`config.mk`:
```
export PLATFORM = sky130hd
export DESIGN_NAME = if_id_fetch_ctrl
export DESIGN_NICKNAME = d
export VERILOG_FILES = /design/src/rtl/if_id_fetch_ctrl_pkg.sv /design/src/rtl/if_pc_reg.sv /design/src/rtl/if_id_fetch_ctrl.sv
export SDC_FILE = /design/constraint.sdc
export NUM_CORES = 1
export LEC_CHECK = 0
export CAP_MARGIN = 25
export CORE_MARGIN = 2
export CORE_UTILIZATION = 46
export DETAILED_ROUTE_END_ITERATION = 7
export PLACE_DENSITY = 0.8
export SKIP_LAST_GASP = 1
export SLEW_MARGIN = 15
export SYNTH_ARGS = -nofsm -noshare
export SYNTH_HDL_FRONTEND = slang
export SYNTH_SLANG_ARGS = --single-unit
```
`constraint.sdc`:
```
create_clock -name i_clk -period 2.6 [get_ports i_clk]
set_input_delay 0.26 -clock i_clk [delete_from_list [all_inputs] [get_ports i_clk]]
set_output_delay 0.26 -clock i_clk [all_outputs]
set_load 0.01 [all_outputs]
```
`src/rtl/if_id_fetch_ctrl_pkg.sv`:
```
// rtl/if_id_fetch_ctrl_pkg.sv - shared fetch-control types and constants
package if_id_fetch_ctrl_pkg;

    typedef enum logic [1:0] {
        S_IDLE = 2'd0,
        S_RUN  = 2'd1,
        S_HALT = 2'd2
    } fetch_state_e;

    localparam logic [31:0] NOP_WORD = 32'h0000_0000;
    localparam int unsigned PC_INC   = 4;

endpackage

```
`src/rtl/if_pc_reg.sv`:
```
// rtl/if_pc_reg.sv - program counter register with redirect/increment next-PC mux
module if_pc_reg
    import if_id_fetch_ctrl_pkg::*;
#(
    parameter int               NBITS    = 32,
    parameter logic [NBITS-1:0] PC_RESET = '0
) (
    input  logic             clk,
    input  logic             rst_n,
    input  logic             ld_branch,
    input  logic             ld_jump,
    input  logic             ld_inc,
    input  logic [NBITS-1:0] branch_target,
    input  logic [NBITS-1:0] jump_target,
    output logic [NBITS-1:0] pc,
    output logic [NBITS-1:0] pc_plus4
);

    assign pc_plus4 = pc + NBITS'(PC_INC);

    // Branch resolves later in the pipe than a jump, so it wins the redirect.
    always_ff @(posedge clk or negedge rst_n) begin
        if (!rst_n) begin
            pc <= PC_RESET;
        end else if (ld_branch) begin
            pc <= branch_target;
        end else if (ld_jump) begin
            pc <= jump_target;
        end else if (ld_inc) begin
            pc <= pc_plus4;
        end
    end

endmodule

```
`src/rtl/if_id_fetch_ctrl.sv`:
```
// rtl/if_id_fetch_ctrl.sv - PC/IF-ID control with stall, flush, debug gating and HALT detection
module if_id_fetch_ctrl
    import if_id_fetch_ctrl_pkg::*;
#(
    parameter int               NBITS     = 32,
    parameter logic [NBITS-1:0] PC_RESET  = '0,
    parameter logic [NBITS-1:0] HALT_WORD = {NBITS{1'b1}}
) (
    input  logic             i_clk,
    input  logic             i_reset,
    input  logic             i_enable,
    input  logic             i_step_mode,
    input  logic             i_step,
    input  logic             i_PC_Write,
    input  logic             i_IF_ID_Write,
    input  logic             i_IF_ID_Flush,
    input  logic             i_EX_MEM_Flush,
    input  logic [NBITS-1:0] i_Jump_Target,
    input  logic [NBITS-1:0] i_Branch_Target,
    input  logic [NBITS-1:0] i_Instr,
    output logic [NBITS-1:0] o_PC,
    output logic [NBITS-1:0] o_IF_ID_Instr,
    output logic [NBITS-1:0] o_IF_ID_PC4,
    output logic             o_IF_ID_Valid,
    output logic             o_Halted,
    output logic             o_Step_Done,
    output logic [31:0]      o_Cycles
);

    fetch_state_e     state;
    logic             adv;
    logic             flush;
    logic             halt_hit;
    logic [NBITS-1:0] pc_plus4;

    assign adv      = (state == S_RUN) && (!i_step_mode || i_step);
    assign flush    = i_IF_ID_Flush || i_EX_MEM_Flush;
    // Only an instruction that actually lands in IF/ID can stop fetch.
    assign halt_hit = adv && !flush && i_IF_ID_Write && (i_Instr == HALT_WORD);

    if_pc_reg #(
        .NBITS    (NBITS),
        .PC_RESET (PC_RESET)
    ) u_pc_reg (
        .clk           (i_clk),
        .rst_n         (i_reset),
        .ld_branch     (adv && i_EX_MEM_Flush),
        .ld_jump       (adv && i_IF_ID_Flush),
        .ld_inc        (adv && i_PC_Write && !halt_hit),
        .branch_target (i_Branch_Target),
        .jump_target   (i_Jump_Target),
        .pc            (o_PC),
        .pc_plus4      (pc_plus4)
    );

    always_ff @(posedge i_clk or negedge i_reset) begin
        if (!i_reset) begin
            state         <= S_IDLE;
            o_IF_ID_Instr <= '0;
            o_IF_ID_PC4   <= '0;
            o_IF_ID_Valid <= 1'b0;
            o_Halted      <= 1'b0;
            o_Step_Done   <= 1'b0;
            o_Cycles      <= 32'd0;
        end else begin
            o_Step_Done <= adv && i_step_mode;

            if (adv) begin
                o_Cycles <= o_Cycles + 32'd1;
            end

            // A flush beats a stall; a halted pipe keeps draining bubbles.
            if ((state == S_HALT) || (adv && flush)) begin
                o_IF_ID_Instr <= NBITS'(NOP_WORD);
                o_IF_ID_PC4   <= '0;
                o_IF_ID_Valid <= 1'b0;
            end else if (adv && i_IF_ID_Write) begin
                o_IF_ID_Instr <= i_Instr;
                o_IF_ID_PC4   <= pc_plus4;
                o_IF_ID_Valid <= 1'b1;
            end

            case (state)
                S_IDLE: begin
                    if (i_enable) begin
                        state <= S_RUN;
                    end
                end
                S_RUN: begin
                    if (halt_hit) begin
                        state    <= S_HALT;
                        o_Halted <= 1'b1;
                    end else if (!i_enable) begin
                        state <= S_IDLE;
                    end
                end
                S_HALT: begin
                    state <= S_HALT;
                end
                default: begin
                    state <= S_IDLE;
                end
            endcase
        end
    end

endmodule

```
## After elaboration in Yosys (flattened, before gate mapping)

Index checks and enable logic that the tools add are counted.

| cells by class | value |
|---|---|
| shifts and indexed selects | 0 |
| div/mod/pow operators | 0 |
| muxes and demuxes | 13 |
| $mul | 0 |
| $lt $le $gt $ge | 0 |
| add/sub/neg operators | 2 |
| reductions and logical operators | 22 |
| bitwise logic cells | 0 |
| equality and inequality tests | 5 |

Operators with widths:

| operator | count |
|---|---|
| $mux 32 | 7 |
| $add 32x1->32 const B | 1 |
| $add 32x3->32 const B | 1 |
| $eq 32x32->1 const B | 1 |
| $logic_and 1x1->1 | 11 |
| $mux 2 | 3 |
| $pmux 2 s3 | 1 |
| $reduce_and 2->1 | 2 |
| $logic_not 1->1 | 3 |
| $logic_or 1x1->1 | 3 |
| $ne 3x3->1 const B | 1 |
| $reduce_bool 3->1 | 1 |
| $eq 2x1->1 const B | 1 |
| $eq 2x2->1 const B | 1 |
| $logic_not 2->1 | 1 |
| $mux 1 | 2 |
| $ne 2x2->1 const B | 1 |
| $reduce_bool 2->1 | 1 |

| storage, ports and cells | value |
|---|---|
| bits in latches | 0 |
| input port bits | 105 |
| output and inout bits | 131 |
| logic and storage cells | 50 |
| ROM bits | 0 |
| flip-flop bits (word level) | 133 |
| RAM bits | 0 |
| memories kept | 0 |

## Logic depth before layout (Yosys ltp)

Gate-level depths: netlist of run 1.

| logic depth | value |
|---|---|
| word-level depth | 11 |
| depth in mapped cells | 8 |
| mapped depth without buffers | 7 |

## Cells and area by module

A second synthesis of run 1 with hierarchy kept.

| second synthesis, totals | value |
|---|---|
| cell total of the unflattened synthesis | 615 |
| area total of the unflattened synthesis | 6536.3 µm² |

By module, submodules not included:

| module | sequential area each (µm²) | cells an instance | area each (µm²) | instances |
|---|---|---|---|---|
| if_id_fetch_ctrl | 2527.4 | 302 | 3996.3 | 1 |
| if_pc_reg | 800.8 | 313 | 2539.9 | 1 |

## Least setup slack after synthesis of run 1

OpenSTA, ideal clock, no wires.

| timing | value |
|---|---|
| kind | register to register |
| start point | reg u_pc_reg.pc[18] |
| end point | reg u_pc_reg.pc[30] |
| arrival time | 1.905 ns |
| stages on the path, launching flop included | 8 |
| period minus slack after synthesis | 1.971 ns |
| setup time | 0.066 ns |
| slack | 0.629 ns |
| cells stage by stage | dfrtp_1 > clkbuf_2 > nand4_1 > or4_4 > nor3_4 > nand3_1 > a21oi_1 > a22o_1 |

| on the way | value |
|---|---|
| longest elaborated chain between the ends | 4 |

Ends and longest elaborated chain:

| element | RTL line | source |
|---|---|---|
| start: declaration | if_pc_reg.sv:15 | `output logic [NBITS-1:0] pc,` |
| start signal: assignment | if_pc_reg.sv:26 | `pc <= branch_target;` |
| start signal: assignment | if_pc_reg.sv:28 | `pc <= jump_target;` |
| start signal: assignment | if_pc_reg.sv:30 | `pc <= pc_plus4;` |
| $add 32x3->32 | if_pc_reg.sv:19 | `assign pc_plus4 = pc + NBITS'(PC_INC);` |
| $mux 32 | if_pc_reg.sv:29 | `end else if (ld_inc) begin` |
| $mux 32 | if_pc_reg.sv:27 | `end else if (ld_jump) begin` |
| $mux 32 | if_pc_reg.sv:25 | `end else if (ld_branch) begin` |

Every way passes these cells. The select of a mux whose other input is x is not followed.
A chain may end at the register's enable or synchronous reset.

## Worst setup path in the final report of run 1

| timing | value |
|---|---|
| start point | reg u_pc_reg.pc[3] |
| end point | reg u_pc_reg.pc[30] |

The elaborated chain is that of the path after synthesis.

==> reports/qor.yml, run 1 <==
timing:
  drv_slew: 0
  finalSetupTns_ps: 0
  tightest_slew_ps: 599
  setup_violations: 0
  finalHoldViolCount: 0
  relSlewSlack_pct: 59.7
  rsz0062_at_grt: "false"
  fmax_mhz: 445
  min_period_over_period_pct: 86.5
  clock_skew_ps: 9.50
  period_needed_ps: 2250
routing:
  drc_errors: 0
  via_per_inst: 5.72
  drtPass1Iterations: 5
  wirelength_mm: 21.9
  routed_wire_length_per_instance_um: 18.3
  drtIter0Drc: 530
  antenna_left: 0
  dr_total_vias: 6835
worst_setup_path:
  r2r_slack_ps: 350
  critical_path_buf_inv_count: 0
  path_class: "flip-flop to flip-flop"
  critPathMaxFanout: 8
  worstReg2RegEnd: "u_pc_reg.pc[30]"
  cp_slowest_cell: "dfrtp_1"
  max_stage_delay_ps: 550
  path_delay_family: "simple AND/OR/NAND/NOR gates"
  worstSetupStartpointType: "flip-flop"
  timing.rr.start: "u_pc_reg.pc[3]"
  crit_chain: "ha_1 -> nand2_1 -> nor3_1 -> nand4_1 -> o211ai_1 -> nand2_1 -> a22o_1"
  arrival_ps: 2560
  crit_top_cell: "nand2_1"
  ff2ff_path_depth: 7
  worstPathRequired_ps: 2920
  end_kind: "flip-flop"
layout:
  final_area_mm2: 0.0101
  nFillCells: 1105
  fin_nets: 1105
  drive_gt1_share_pct: 8.42
  multi_input_area_mm2: 0.00323
  register_area_mm2: 0.00333
  syn2layout_area_growth_pct: 49.7
die:
  io_pins: 236
  initial_core_util_pct: 46.8
  rows: 44
  die_y_um: 125
  core_area_mm2: 0.0144
  die_x_um: 125
  fp.dieArea_mm2: 0.0157
yosys:
  ys_async_sr_fraction_pct: 100
  synth_edf_count: 0
  ys_seq_elements: 133
  synth_commonest_cells: "134 x nand2_1, 133 x dfrtp_1, 76 x nor2_1"
  postSynthNetCount: 856
  seq_area_frac_synth_pct: 49.3
  postSynthAreaPerCell_um2: 9.02
  synth_cell_types: 54
  synth_area_leaders: "dfrtp_1 49%, nand2_1 7.4%, a21oi_1 5.2%"
  synthCells: 749
  ys_warn_count: 0
  synth_top_cell_by_area: "dfrtp_1"
  netlist_area_mm2: 0.00675
  yosysMostFrequentCell: "nand2_1"
  synth_top_area_share_pct: 49.3
  synth_ff_type: "dfrtp_1"
clock_tree:
  cts_max_path_buffers: 2
  cts_tree: "done"
  cts.sinks: 133
  cts-root-buf: "clkbuf_16"
  clk_latency_ps: 430
  cts-htree-levels: 4
  numCtsBuffers: 17
  clk_pin_slew_ps: 60
global_routing:
  antenna_found_initial: 1
  track_usage_pct: 27.7
  gr-total-overflow: 0
  grt_pass1_wl_mm: 34.5
  grt_pass1_vias: 6411
  grt_max_degree: 63
status:
  status: "completed"
placement:
  placed_cell_area_mm2: 0.00951
  gp_congestion: 0.908
  dp_hpwl_mm: 16.1
  port_buffers: 235
pwr:
  vdd_drop_max_mv: 0.539
  power_leakage_nw: 4.15
  powerDensity_mw_per_mm2: 729
run:
  cap_violations: 0
hold_path:
  hp-class: "input pin to async pin"
-- logic make-up (layout without fill, tap and decap cells) --
group	count (synthesis)	in the layout	share of synthesized area (%)
buf+inv	52	312	3.32
flops	133	133	49.3
xor+xnor	58	58	7.52
fa+ha+maj	2	2	0.371
mux	1	1	0.222
simple gates	337	337	23.8
compound gates	166	166	15.5
other cells	0	1	0
-- area by class of cell --
type / instances / area share, %
sequential: 133 / 32.9
multi-input combinational: 564 / 32.0
timing repair buffer: 278 / 26.9
clock buffer: 27 / 5.17
tap: 184 / 2.28
clock inverter: 3 / 0.643
inverter: 4 / 0.148
antenna: 1 / 0.0247
-- metal layers --
layer  wire length, µm  global-route usage, %  vias up
met2             10100                   42.6      362
li1                  -                      -     3180
met1              9490                   38.7     3242
met3              1710                   5.13       51
met5                 0                      0        -
met4               631                   12.0        0
-- power by group --
| group | internal [W] | switching [W] | leakage (nW) | total, W |
|---|---|---|---|---|
| logic | 0.00112 | 0.00108 | 2.16 | 0.00220 |
| registers | 0.00237 | 0.000393 | 1.70 | 0.00276 |
| clock network | 0.00155 | 0.000856 | 0.290 | 0.00241 |
| total | 0.00505 | 0.00233 | 4.15 | 0.00737 |
-- through the flow --
stage	hold slack [ps]	setup WS (ps)	std cells	power [W]	utilization, %
2_1_floorplan	-35.6	629	749	0.00372	-
3_3_place_gp	280	0.207	1162	0.00491	65.9
3_5_place_dp	279	17.7	1162	0.00495	65.9
4_1_cts	392	286	1193	0.00736	70.1
5_1_grt	410	172	1194	0.00767	70.1
6_report	376	352	1194	0.00737	70.1
-- worst max path at each step --
| stage | depth (start not counted) | start | to | slack, ps |
|---|---|---|---|---|
| 4_1_cts | 6 | state[1] | o_Cycles[20] | 290 |
| 3_5_place_dp | 9 | i_Instr[30] | u_pc_reg.pc[14] | 20 |
| 6_report | 7 | u_pc_reg.pc[3] | u_pc_reg.pc[30] | 350 |
| 2_1_floorplan | 7 | u_pc_reg.pc[18] | u_pc_reg.pc[30] | 630 |
| 5_1_grt | 6 | u_pc_reg.pc[11] | u_pc_reg.pc[25] | 170 |
| 3_3_place_gp | 9 | i_Instr[30] | u_pc_reg.pc[14] | 0.2 |
-- state kept, by name, summed over array words and instances (netlist names) --
| signal | flops |
|---|---|
| u_pc_reg.pc | 32 |
| state | 2 |
| o_IF_ID_Instr | 32 |
| o_Halted | 1 |
| o_Step_Done | 1 |
| o_IF_ID_Valid | 1 |
| o_Cycles | 32 |
| o_IF_ID_PC4 | 32 |
-- cells in the final DEF (no fill, tap or decap), types with 4 or more instances in the layout --
| cell | count |
|---|---|
| buf_4 | 39 |
| nand2_1 | 134 |
| a211oi_1 | 34 |
| and3_1 | 12 |
| nand3_1 | 22 |
| clkdlybuf4s50_1 | 234 |
| clkbuf_8 | 6 |
| nand4_1 | 40 |
| clkbuf_16 | 17 |
| inv_1 | 4 |
| nor3_1 | 12 |
| xor2_1 | 23 |
| a21oi_1 | 69 |
| clkbuf_1 | 4 |
| nor2_1 | 76 |
| dfrtp_1 | 133 |
| o211ai_1 | 10 |
| o21ai_0 | 14 |
| a22oi_1 | 6 |
| o22a_1 | 4 |
| nor4_1 | 9 |
| a31oi_1 | 11 |
| xnor2_1 | 35 |
| or3_1 | 4 |
| and4_1 | 5 |
-- repair_timing --
action,CTS,global route
hold buffers,1,0
buffers inserted,0,0
hold endpoints to repair,59,0
setup endpoints to repair,0,1
resized for setup,0,1
Power figures use the tool's default switching activity.
==> run 2: changes to the inputs <==
Settings changed: ABC_AREA set to 1, CORE_UTILIZATION 46 to 47.
==> run 2 against run 1 <==
  * Synthesized area is 7.6% higher
  * Clock skew is 1.0 ps higher
  * Via count is 9.3% higher
  * Register-to-register slack hardly changed
  * Non-clock buffer count is 27 lower
  * Power is 4.5% lower
  * Synthesized cell count is 35% higher
  * Critical path depth is 5 higher
  * Global-route usage hardly changed
  * Maximum frequency hardly changed
  * Critical path type unchanged
  * Highest routed layer unchanged
==> reports/qor.yml, run 2 <==
timing:
  finalHoldViolCount: 0  # unchanged
  tightest_slew_ps: 659  # +59.9 ps
  min_period_over_period_pct: 86.4  # about the same
  period_needed_ps: 2250  # -1.45 ps
  relSlewSlack_pct: 56.0  # -3.7 points
  finalSetupTns_ps: 0  # unchanged
  rsz0062_at_grt: "false"
  clock_skew_ps: 10.5  # +1.01 ps
  whs_ps: 342  # -33.3 ps
  fmax_mhz: 445  # about the same
  setup_violations: 0  # unchanged
  drv_slew: 0  # unchanged
routing:
  drtPass1Iterations: 5  # unchanged
  route.met3.wl_mm: 1.45  # -15%
  drtIter0Drc: 507  # -4.3%
  highest_layer: "met4"
  antenna_left: 0  # unchanged
  via_per_inst: 5.14  # -10%
  wirelength_mm: 22.0  # +0.39%
  wl_met1_mm: 9.32  # -1.8%
  dr_total_vias: 7473  # +9.3%
  route.met2.wl_mm: 10.5  # +4.1%
  routed_wire_length_per_instance_um: 15.1  # -18%
  drc_errors: 0  # unchanged
worst_setup_path:
  path_class: "flip-flop to flip-flop"
  worstPathRequired_ps: 2910  # about the same
  critPathMaxFanout: 6  # -2
  end_kind: "flip-flop"
  worstSetupStartpointType: "flip-flop"
  crit_top_cell: "nand2_1"
  max_stage_delay_ps: 480  # -70 ps
  cp_slowest_cell: "dfrtp_1"
  crit_chain: "ha_1 -> nand2_1 -> nor2_1 -> nand2_1 -> nor2_1 -> nand2_1 -> nand2_1 -> nand2_1 -> nand2_1 -> nand2_1 -> nand2_1 -> nand2_1"
  r2r_slack_ps: 350  # about the same
  arrival_ps: 2560  # about the same
clock_tree:
  cts-root-buf: "clkbuf_16"
  clk_latency_ps: 420  # about the same
  cts_tree: "done"
  cts_max_path_buffers: 2  # unchanged
  numCtsBuffers: 17  # unchanged
  cts.sinks: 133  # unchanged
  cts-htree-levels: 4  # unchanged
  clk_pin_slew_ps: 60  # about the same
yosys:
  ys_async_sr_fraction_pct: 100  # unchanged
  ys_seq_elements: 133  # unchanged
  postSynthNetCount: 1121  # +31%
  synth_cell_types: 33  # -39%
  synth_edf_count: 0  # unchanged
  synth_commonest_cells: "474 x nand2_1, 133 x dfrtp_1, 88 x nor2_1"
  seq_area_frac_synth_pct: 45.8  # -3.5 points
  synthCells: 1014  # +35%
  synth_top_area_share_pct: 45.8  # -3.5 points
  ys_warn_count: 0  # unchanged
  synth_ff_type: "dfrtp_1"
  synth_top_cell_by_area: "dfrtp_1"
  synth_area_leaders: "dfrtp_1 46%, nand2_1 24%, nor2_1 4.5%"
  netlist_area_mm2: 0.00726  # +7.6%
  postSynthAreaPerCell_um2: 7.16  # -21%
  yosysMostFrequentCell: "nand2_1"
global_routing:
  antenna_found_initial: 0  # -1
  grt_max_degree: 50  # -21%
  gr-total-overflow: 0  # unchanged
  grt_pass1_wl_mm: 36.0  # +4.1%
  grt_pass1_vias: 7288  # +14%
  track_usage_pct: 27.7  # -0.043 points
layout:
  register_area_mm2: 0.00333  # unchanged
  syn2layout_area_growth_pct: 43.4
  n_antenna_cell: 0  # -1
  drive_gt1_share_pct: 6.40  # -2.0 points
  final_common_cell: "nand2_1"
  final_cell_mix: "474 x nand2_1, 234 x clkdlybuf4s50_1, 133 x dfrtp_1"
  nFillCells: 1228  # +11%
  fin_nets: 1360  # +23%
  multi_input_area_mm2: 0.00353  # +9.2%
pwr:
  p_sw_w: 0.00223  # -4.1%
  power_leakage_nw: 4.96  # +20%
  pwr-share-comb_pct: 27.7  # -2.2 points
  switching_share_pct: 31.7  # +0.13 points
  vdd_drop_max_mv: 0.519  # -3.6%
  power_frac_seq_pct: 38.8  # +1.3 points
  p_clk_share_pct: 33.5  # +0.8 points
  p_int_w: 0.00481  # -4.7%
  powerDensity_mw_per_mm2: 676  # -7.3%
placement:
  dp_hpwl_mm: 16.3  # +1.2%
  port_buffers: 235  # unchanged
  gp_congestion: 0.929  # +2.2%
run:
  cap_violations: 0  # unchanged
die:
  fp.dieArea_mm2: 0.0165  # +5.1%
  core_area_mm2: 0.0151  # +5.0%
  initial_core_util_pct: 48.0  # +1.1 points
  io_pins: 236  # unchanged
  die_y_um: 128  # +2.5%
  rows: 45  # +2.3%
  die_x_um: 128  # +2.5%
status:
  status: "completed"
hold_path:
  hp-class: "input pin to async pin"
## run 2: cell count changes after synthesis, moves of 13 or more
cell      delta
and3_1      -13
inv_1       +54
xnor2_1     -27
nand2_1    +340
nand3_1     +36
clkbuf_1    -27
or2_2       +15
nand4_1     -34
a21oi_1     -44
a211oi_1    -34
## run 2: area by class of cell
cell class	count	share of cell area, %
timing repair buffer	251	24.1
clock buffer	21	4.52
tap	188	2.26
sequential	133	31.9
inverter	62	2.26
multi-input combinational	788	33.9
clock inverter	10	1.01
## run 2: cells by family (layout without fill, tap and decap cells)
| family | Yosys count | after routing | share of synthesized area, % |
|---|---|---|---|
| flops | 133 | 133 | 45.8 |
| fa+ha+maj | 2 | 2 | 0.344 |
| xor+xnor | 33 | 33 | 3.98 |
| compound gates | 66 | 66 | 4.79 |
| simple gates | 687 | 687 | 39.4 |
| buf+inv | 93 | 344 | 5.67 |
## run 2: repair_timing
| item | in CTS | in global routing |
|---|---|---|
| hold endpoints to repair | 45 | 0 |
| buffers inserted | 0 | 0 |
| gates resized for setup | 0 | 0 |
| hold buffers | 1 | 0 |
## run 2: power groups by stage
stage | logic [W] | registers, W | clock network (W)
final | 0.00195 | 0.00273 | 0.00236
after global routing | 0.00215 | 0.00278 | 0.00247
after CTS | 0.00196 | 0.00273 | 0.00237
after detailed placement | 0.00194 | 0.00275 | 0
after global placement | 0.00190 | 0.00275 | 0
after floorplan | 0.000788 | 0.00281 | 0
## run 2: critical path: cells and delay by family (launching register included)
kind | cells | cell delay, ps
flip-flops | 1 | 480
adder cells (fa/ha/maj) | 1 | 260
AND/OR/NAND/NOR | 11 | 1390
## run 2: metrics by stage
stage               area [µm²]  utilization (%)  total power, W  cells  worst slack [ps]
finish                   10400             68.8         0.00704   1453               353
global placement          9830             64.9         0.00466   1421               310
CTS                      10400             68.8         0.00706   1453               418
global route             10400             68.8         0.00741   1453               259
detailed placement        9830             64.9         0.00469   1421               242
floorplan                 7260                -         0.00359   1014               879
## run 2: metal layers
layer	vias up	GRT usage, %
li1	3652	-
met1	3455	36.0
met2	314	45.6
met3	52	4.67
met4	0	12.3
met5	-	0
## run 2: path summary, 6_finish.rpt
check,cells after the start,endpoint,start
setup / recovery,12,u_pc_reg.pc[28],u_pc_reg.pc[2]
setup reg to reg,12,u_pc_reg.pc[28],u_pc_reg.pc[2]
hold reg to reg,2,o_IF_ID_Instr[11],o_IF_ID_Instr[11]
hold / removal,2,o_Cycles[25],i_reset
max in group asynchronous,3,o_IF_ID_Instr[15],i_reset
min in group i_clk,3,o_Step_Done,i_step_mode
==> run 3: changes to the inputs <==
Settings changed: CORE_UTILIZATION 47 to 49, PLACE_DENSITY 0.8 to 0.81, REMOVE_ABC_BUFFERS set to 1, SYNTH_HIERARCHICAL set to 1.
==> run 3 against run 2 <==
  * Wire length increased by 8.4%
  * Critical path type unchanged
  * Worst hold slack got worse by 2.5 ps
  * Non-clock buffer count unchanged
  * Global-route usage decreased by 0.095 points
  * Sequential power decreased by 3%
  * Via count increased by 5.6%
  * Maximum frequency increased by 13%
==> reports/qor.yml, run 3 <==
status:
  status: "completed"
die:
  die_x_um: 133  # +3.3%
  die_y_um: 133  # +3.3%
  io_pins: 236  # unchanged
  fp.dieArea_mm2: 0.0176  # +6.7%
  rows: 47  # +4.4%
  initial_core_util_pct: 49.6  # +1.6 points
  core_area_mm2: 0.0163  # +7.9%
pwr:
  p_int_w: 0.00474  # -1.5%
  power.total_w: 0.00698  # -0.81%
  power_leakage_nw: 5.27  # +6.3%
  power_frac_seq_pct: 38.0  # -0.8 points
  switching_share_pct: 32.1  # +0.47 points
  p_clk_share_pct: 35.7  # +2.2 points
  vdd_drop_max_mv: 0.490  # -5.7%
  p_sw_w: 0.00224  # +0.66%
  pwr-share-comb_pct: 26.2  # -1.5 points
  powerDensity_mw_per_mm2: 625  # -7.4%
routing:
  dr_total_vias: 7891  # +5.6%
  routed_wire_length_per_instance_um: 15.4  # +1.8%
  drc_errors: 0  # unchanged
  wirelength_mm: 23.8  # +8.4%
  drtIter0Drc: 556  # +9.7%
  antenna_left: 0  # unchanged
  drtPass1Iterations: 5  # unchanged
  via_per_inst: 5.10  # -0.89%
layout:
  final_common_cell: "nand2_1"
  fin_nets: 1422  # +4.6%
  final_area_mm2: 0.0112  # +7.2%
  finish.utilization_pct: 68.3  # -0.50 points
  nFillCells: 1388  # +13%
  final_cell_mix: "464 x nand2_1, 234 x clkdlybuf4s50_1, 139 x nor2_1"
  drive_gt1_share_pct: 12.2  # +5.8 points
  syn2layout_area_growth_pct: 37.8
  n_antenna_cell: 0  # unchanged
timing:
  clock_skew_ps: 8.58  # -1.92 ps
  min_period_over_period_pct: 76.6  # -9.9 points
  relSlewSlack_pct: 49.0  # -7.1 points
  rsz0062_at_grt: "false"
  finalHoldViolCount: 0  # unchanged
  fmax_mhz: 502  # +13%
  tightest_slew_ps: 764  # +106 ps
  period_needed_ps: 1990  # -256 ps
  finalSetupTns_ps: 0  # unchanged
  fin_ws_ps: 610  # +256 ps
  drv_slew: 0  # unchanged
  setup_violations: 0  # unchanged
global_routing:
  antenna_found_initial: 0  # unchanged
  gr-total-overflow: 0  # unchanged
  grt_pass1_vias: 7791  # +6.9%
  grt_max_degree: 66  # +32%
  track_usage_pct: 27.6  # -0.095 points
  grt_pass1_wl_mm: 39.0  # +8.5%
yosys:
  ys_seq_elements: 133  # unchanged
  synth_cell_types: 38  # +15%
  ys_async_sr_fraction_pct: 100  # unchanged
  ys_warn_count: 6  # +6
  netlist_area_mm2: 0.00810  # +12%
  synth_commonest_cells: "464 x nand2_1, 141 x nor2_1, 133 x dfrtp_1"
  seq_area_frac_synth_pct: 41.1  # -4.7 points
  synth_area_leaders: "dfrtp_1 41%, nand2_1 21%, nand3_2 7.4%"
  yosysMostFrequentCell: "nand2_1"
  synth_ff_type: "dfrtp_1"
  synth_top_cell_by_area: "dfrtp_1"
  synthCells: 1087  # +7.2%
  synth_edf_count: 0  # unchanged
  postSynthAreaPerCell_um2: 7.45  # +4.0%
  synth_top_area_share_pct: 41.1  # -4.7 points
worst_setup_path:
  critPathMaxFanout: 29  # +23
  worstSetupStartpointType: "flip-flop"
  cp_slowest_cell: "dfrtp_1"
  max_stage_delay_ps: 400  # -80 ps
  worstPathRequired_ps: 2930  # +20 ps
  path_class: "flip-flop to flip-flop"
  end_kind: "flip-flop"
  arrival_ps: 2320  # -240 ps
  crit_chain: "nor2_2 -> nand2_4 -> inv_2 -> nand2_4 -> nor2_4 -> nand3_1 -> nand2_1 -> inv_1 -> nor2_4 -> buf_4 -> a21oi_1 -> a22oi_1"
clock_tree:
  cts-root-buf: "clkbuf_16"
  cts.sinks: 133  # unchanged
  cts_max_path_buffers: 2  # unchanged
  clk_pin_slew_ps: 60  # about the same
  clk_latency_ps: 420  # about the same
  cts_setup_buffers: 0  # unchanged
  numCtsBuffers: 17  # unchanged
  cts_resized: 0  # unchanged
  cts-hold-fix-buffers: 1  # unchanged
  cts_tree: "done"
  cts-htree-levels: 4  # unchanged
placement:
  port_buffers: 235  # unchanged
  pre_cts_ws_ps: 166  # -75.3 ps
  dp_hpwl_mm: 17.1  # +4.8%
  placed_cell_area_mm2: 0.0105  # +7.2%
  gp_congestion: 0.904  # -2.6%
hold_path:
  hp-class: "input pin to async pin"
run:
  cap_violations: 0  # unchanged
-- run 3: cell types whose count changed after synthesis, sizes merged, moves of 5 or more --
cell	previous run	this run
a21oi	26	32
buf	22	33
inv	62	72
nand3	61	83
nand4	6	11
nor2	95	162
nor3	18	8
o21ai	32	6
or2	18	2
-- run 3: worst max-delay path, delay by kind of cell, from the launching register on --
kind	cells	cell delay, ps
AOI/OAI and AO/OA	2	250
and+or+nand+nor	7	780
DFF	1	400
buffers and inverters	3	460
-- run 3: worst paths after layout --
path                             start         endpoint  slack [ps]  cells past startpoint
max                           state[1]   u_pc_reg/pc[8]         610                     12
min                            i_reset   o_IF_ID_PC4[4]         340                      2
max reg2reg                   state[1]   u_pc_reg/pc[8]         610                     12
min reg2reg                   o_Halted         o_Halted         480                      2
max in group asynchronous      i_reset  o_IF_ID_PC4[11]        1470                      3
min in group i_clk         i_step_mode      o_Step_Done         400                      3
-- run 3: cell type report --
cell class | instances | area [µm²] | area share (%)
flip-flops and latches | 133 | 3330 | 29.8
inverters | 72 | 278 | 2.49
clock buffers | 20 | 457 | 4.09
repair buffers | 251 | 2490 | 22.3
multi-input cells | 840 | 4180 | 37.5
well taps | 220 | 275 | 2.47
clock inverters | 12 | 153 | 1.37
-- run 3: per-stage QoR --
step | hold WS [ps] | std cells
3_3_place_gp | 226 | 1515
2_1_floorplan | -35.6 | 1045
4_1_cts | 352 | 1548
3_5_place_dp | 228 | 1515
5_1_grt | 380 | 1548
6_report | 340 | 1548
-- run 3: logic make-up (layout without fill, tap and decap cells) --
| logic type | count (synthesis) | after routing | synth area share [%] |
|---|---|---|---|
| XOR/XNOR | 31 | 31 | 4.00 |
| AO/OA/AOI/OAI | 48 | 48 | 3.21 |
| flip-flops | 133 | 133 | 41.1 |
| AND/OR/NAND/NOR | 759 | 759 | 43.8 |
| buffers and inverters | 114 | 355 | 7.58 |
| adder cells (fa/ha/maj) | 2 | 2 | 0.309 |
-- run 3: power by group through the flow --
stage                     combinational, W  sequential, W  clock [W]
after floorplan                   0.000783        0.00271          0
after global placement             0.00179        0.00268          0
after detailed placement           0.00182        0.00268          0
after CTS                          0.00183        0.00265    0.00253
after global routing               0.00201        0.00270    0.00262
final                              0.00183        0.00266    0.00249
-- run 3: metal layers --
metal,track usage (%),routed length [µm]
met5,0,0
met4,8.84,527
met3,5.79,1590
met2,46.3,11600
met1,35.7,10100
==> patch: new RTL, settings of run 2 <==
Make the reset (`i_reset` and `rst_n`) synchronous in 2 clocked blocks.
--- a/src/rtl/if_pc_reg.sv
+++ b/src/rtl/if_pc_reg.sv
@@ -19,7 +19,7 @@
     assign pc_plus4 = pc + NBITS'(PC_INC);
 
     // Branch resolves later in the pipe than a jump, so it wins the redirect.
-    always_ff @(posedge clk or negedge rst_n) begin
+    always_ff @(posedge clk) begin
         if (!rst_n) begin
             pc <= PC_RESET;
         end else if (ld_branch) begin
--- a/src/rtl/if_id_fetch_ctrl.sv
+++ b/src/rtl/if_id_fetch_ctrl.sv
@@ -53,7 +53,7 @@
         .pc_plus4      (pc_plus4)
     );
 
-    always_ff @(posedge i_clk or negedge i_reset) begin
+    always_ff @(posedge i_clk) begin
         if (!i_reset) begin
             state         <= S_IDLE;
             o_IF_ID_Instr <= '0;
Function: differs if i_reset is asserted again (counterexample within 4 cycles, from zero or initial values and one cycle with i_reset low); with i_reset held inactive, the same outputs for 4 cycles.
==> patch against run 2 <==
  * Setup slack gained 0.16 ns
  * Highest routed layer unchanged
  * Synthesized cell count increased by 16%
  * Cell area grew 0.17%
  * Synthesized area grew 0.64%
  * Routed wire length increased by 9.6%
  * Non-clock buffer count fell by 1
  * Die area up 0.62%
  * Sequential cell count stayed put
  * Clock skew is 0.0038 ns lower
  * The flow now finishes with violations (design-rule violations)
  * Sequential share of layout area shrank 6.4 points
  * Utilization is 0.14 points lower
Power is not compared: it rests on default switching activity, and its combinational part moved more than twofold at a synthesized area within 25%.
==> patch: results (changes against run 2) <==
setup_path:
  cp_max_fo: 33  # +27
  crit_arrival_ns: 2.39  # -0.17 ns
  r2r_cells: 10  # -2
  crit_slowest_cell: "clkdlybuf4s50_1"
  r2r_slack_ns: 0.52  # +0.16 ns
  timing.rr.end: "u_pc_reg.pc[13]"
  rr_startpoint: "state[1]"
final_layout:
  final_layout_size_suffix_gt1_share_pct: 5.38  # -1.0 points
  fin_nets: 1506  # +11%
outcome:
  violations: "design-rule violations"
  status: "finished with violations"
routing:
  drt_iter0_markers: 730  # +44%
  first_pass_iters: 8  # +3
  drc: 1  # +1
  via_count: 8211  # +9.9%
synth:
  synthAdderAreaFrac_pct: 0.342  # -0.0022 points
  synthTopCellsByArea: "dfxtp_1 (36%), nand2_1 (18%), nor2_1 (9.4%)"
  dominantRegCellSynth: "dfxtp_1"
  ys_async_sr_fraction_pct: 0  # -100 points
  mappedNetlistNets: 1286  # +15%
  synth_xor_area_share_pct: 0.839  # -3.1 points
  synth_common_cells: "nand2_1 (360), nor2_1 (184), dfxtp_1 (133), inv_1 (125), nand3_1 (98)"
  ys_seq_area_share_pct: 36.4  # -9.4 points
  synth_compound_area_share_pct: 12.0  # +7.2 points
sta:
  finClkSkew_ns: 0.00675  # -0.00376 ns
  whs_ns: 0.420  # +0.0781 ns
global_route:
  grt_max_degree: 78  # +56%
  grt_pass1_vias: 7562  # +3.8%
  grtUsageTotal_pct: 29.1  # +1.5 points
  grt_pass1_wl_um: 38300  # +6.6%
min_path:
  worstHoldPathType: "input pin to register"
  min-delay-start: "i_step_mode"
clock_network:
  htreeDepth: 4  # unchanged
place:
  place_area_um2: 9820  # -0.17%
  routabilityCongestion: 0.933  # +0.42%
pwr:
  ir_drop_mv: 0.529
## patch: cell count changes after synthesis, moves of 13 or more
cell,change
nor2_1,+96
inv_1,+67
or2_2,-13
xor2_1,-20
dfrtp_1,-133
dfxtp_1,+133
a21oi_1,+49
clkbuf_1,+13
nand2_1,-114
nand3_1,+39
o211ai_1,+23
## patch: how the worst max path moves through the flow
stage                               from              end  slack (ns)  cells past startpoint
final                        i_step_mode  u_pc_reg.pc[13]        0.52                     11
after global routing            state[1]  u_pc_reg.pc[13]        0.31                     10
after CTS                       state[1]  u_pc_reg.pc[13]        0.52                     10
after detailed placement     i_step_mode  u_pc_reg.pc[13]        0.11                     11
after global placement       i_step_mode  u_pc_reg.pc[13]        0.22                     11
after floorplan           u_pc_reg.pc[3]  u_pc_reg.pc[22]        0.98                     12
## patch: cells by family (layout without fill, tap and decap cells)
kind of cell,Yosys count,in the layout
AND/OR/NAND/NOR,702,702
buffers and inverters,181,414
AO/OA/AOI/OAI,154,154
flip-flops,133,133
XOR/XNOR,7,7
adder cells (fa/ha/maj),2,2
## patch: power groups by stage
stage | combinational, W | sequential [W] | clock [W]
finish | 0.000907 | 0.00224 | 0.00248
global route | 0.000996 | 0.00225 | 0.00259
detailed placement | 0.000893 | 0.00228 | 0
global placement | 0.000885 | 0.00227 | 0
CTS | 0.000902 | 0.00223 | 0.00250
floorplan | 0.000412 | 0.00228 | 0
## patch: metrics by stage
stage	power (W)	instances	setup slack [ns]	utilization, %
after global routing	0.00583	1600	0.314	68.6
after detailed placement	0.00317	1568	0.111	64.6
after global placement	0.00316	1568	0.220	64.6
after floorplan	0.00269	1179	0.981	-
final	0.00563	1600	0.515	68.6
after CTS	0.00564	1600	0.523	68.6
## patch: routing by layer
metal / part of all wire (%) / global-route usage, %
met5: 0 / 0
met4: 2.6 / 10.9
met3: 8.3 / 6.32
met2: 45 / 46.2
met1: 44 / 39.0
## patch: worst min-delay path: stages
cell and delay [ns]:
clkdlybuf4s50_1 0.41, nand2_1 0.07, nor2_1 0.04
## patch: final cells by class
cell class                 count  area [um2]
clock buffer                  20         467
clock inverter                12         153
fill                        1350        4770
inverter                     132         495
multi-input combinational    865        3910
sequential                   133        2660
tap                          188         235
timing repair buffer         250        2510
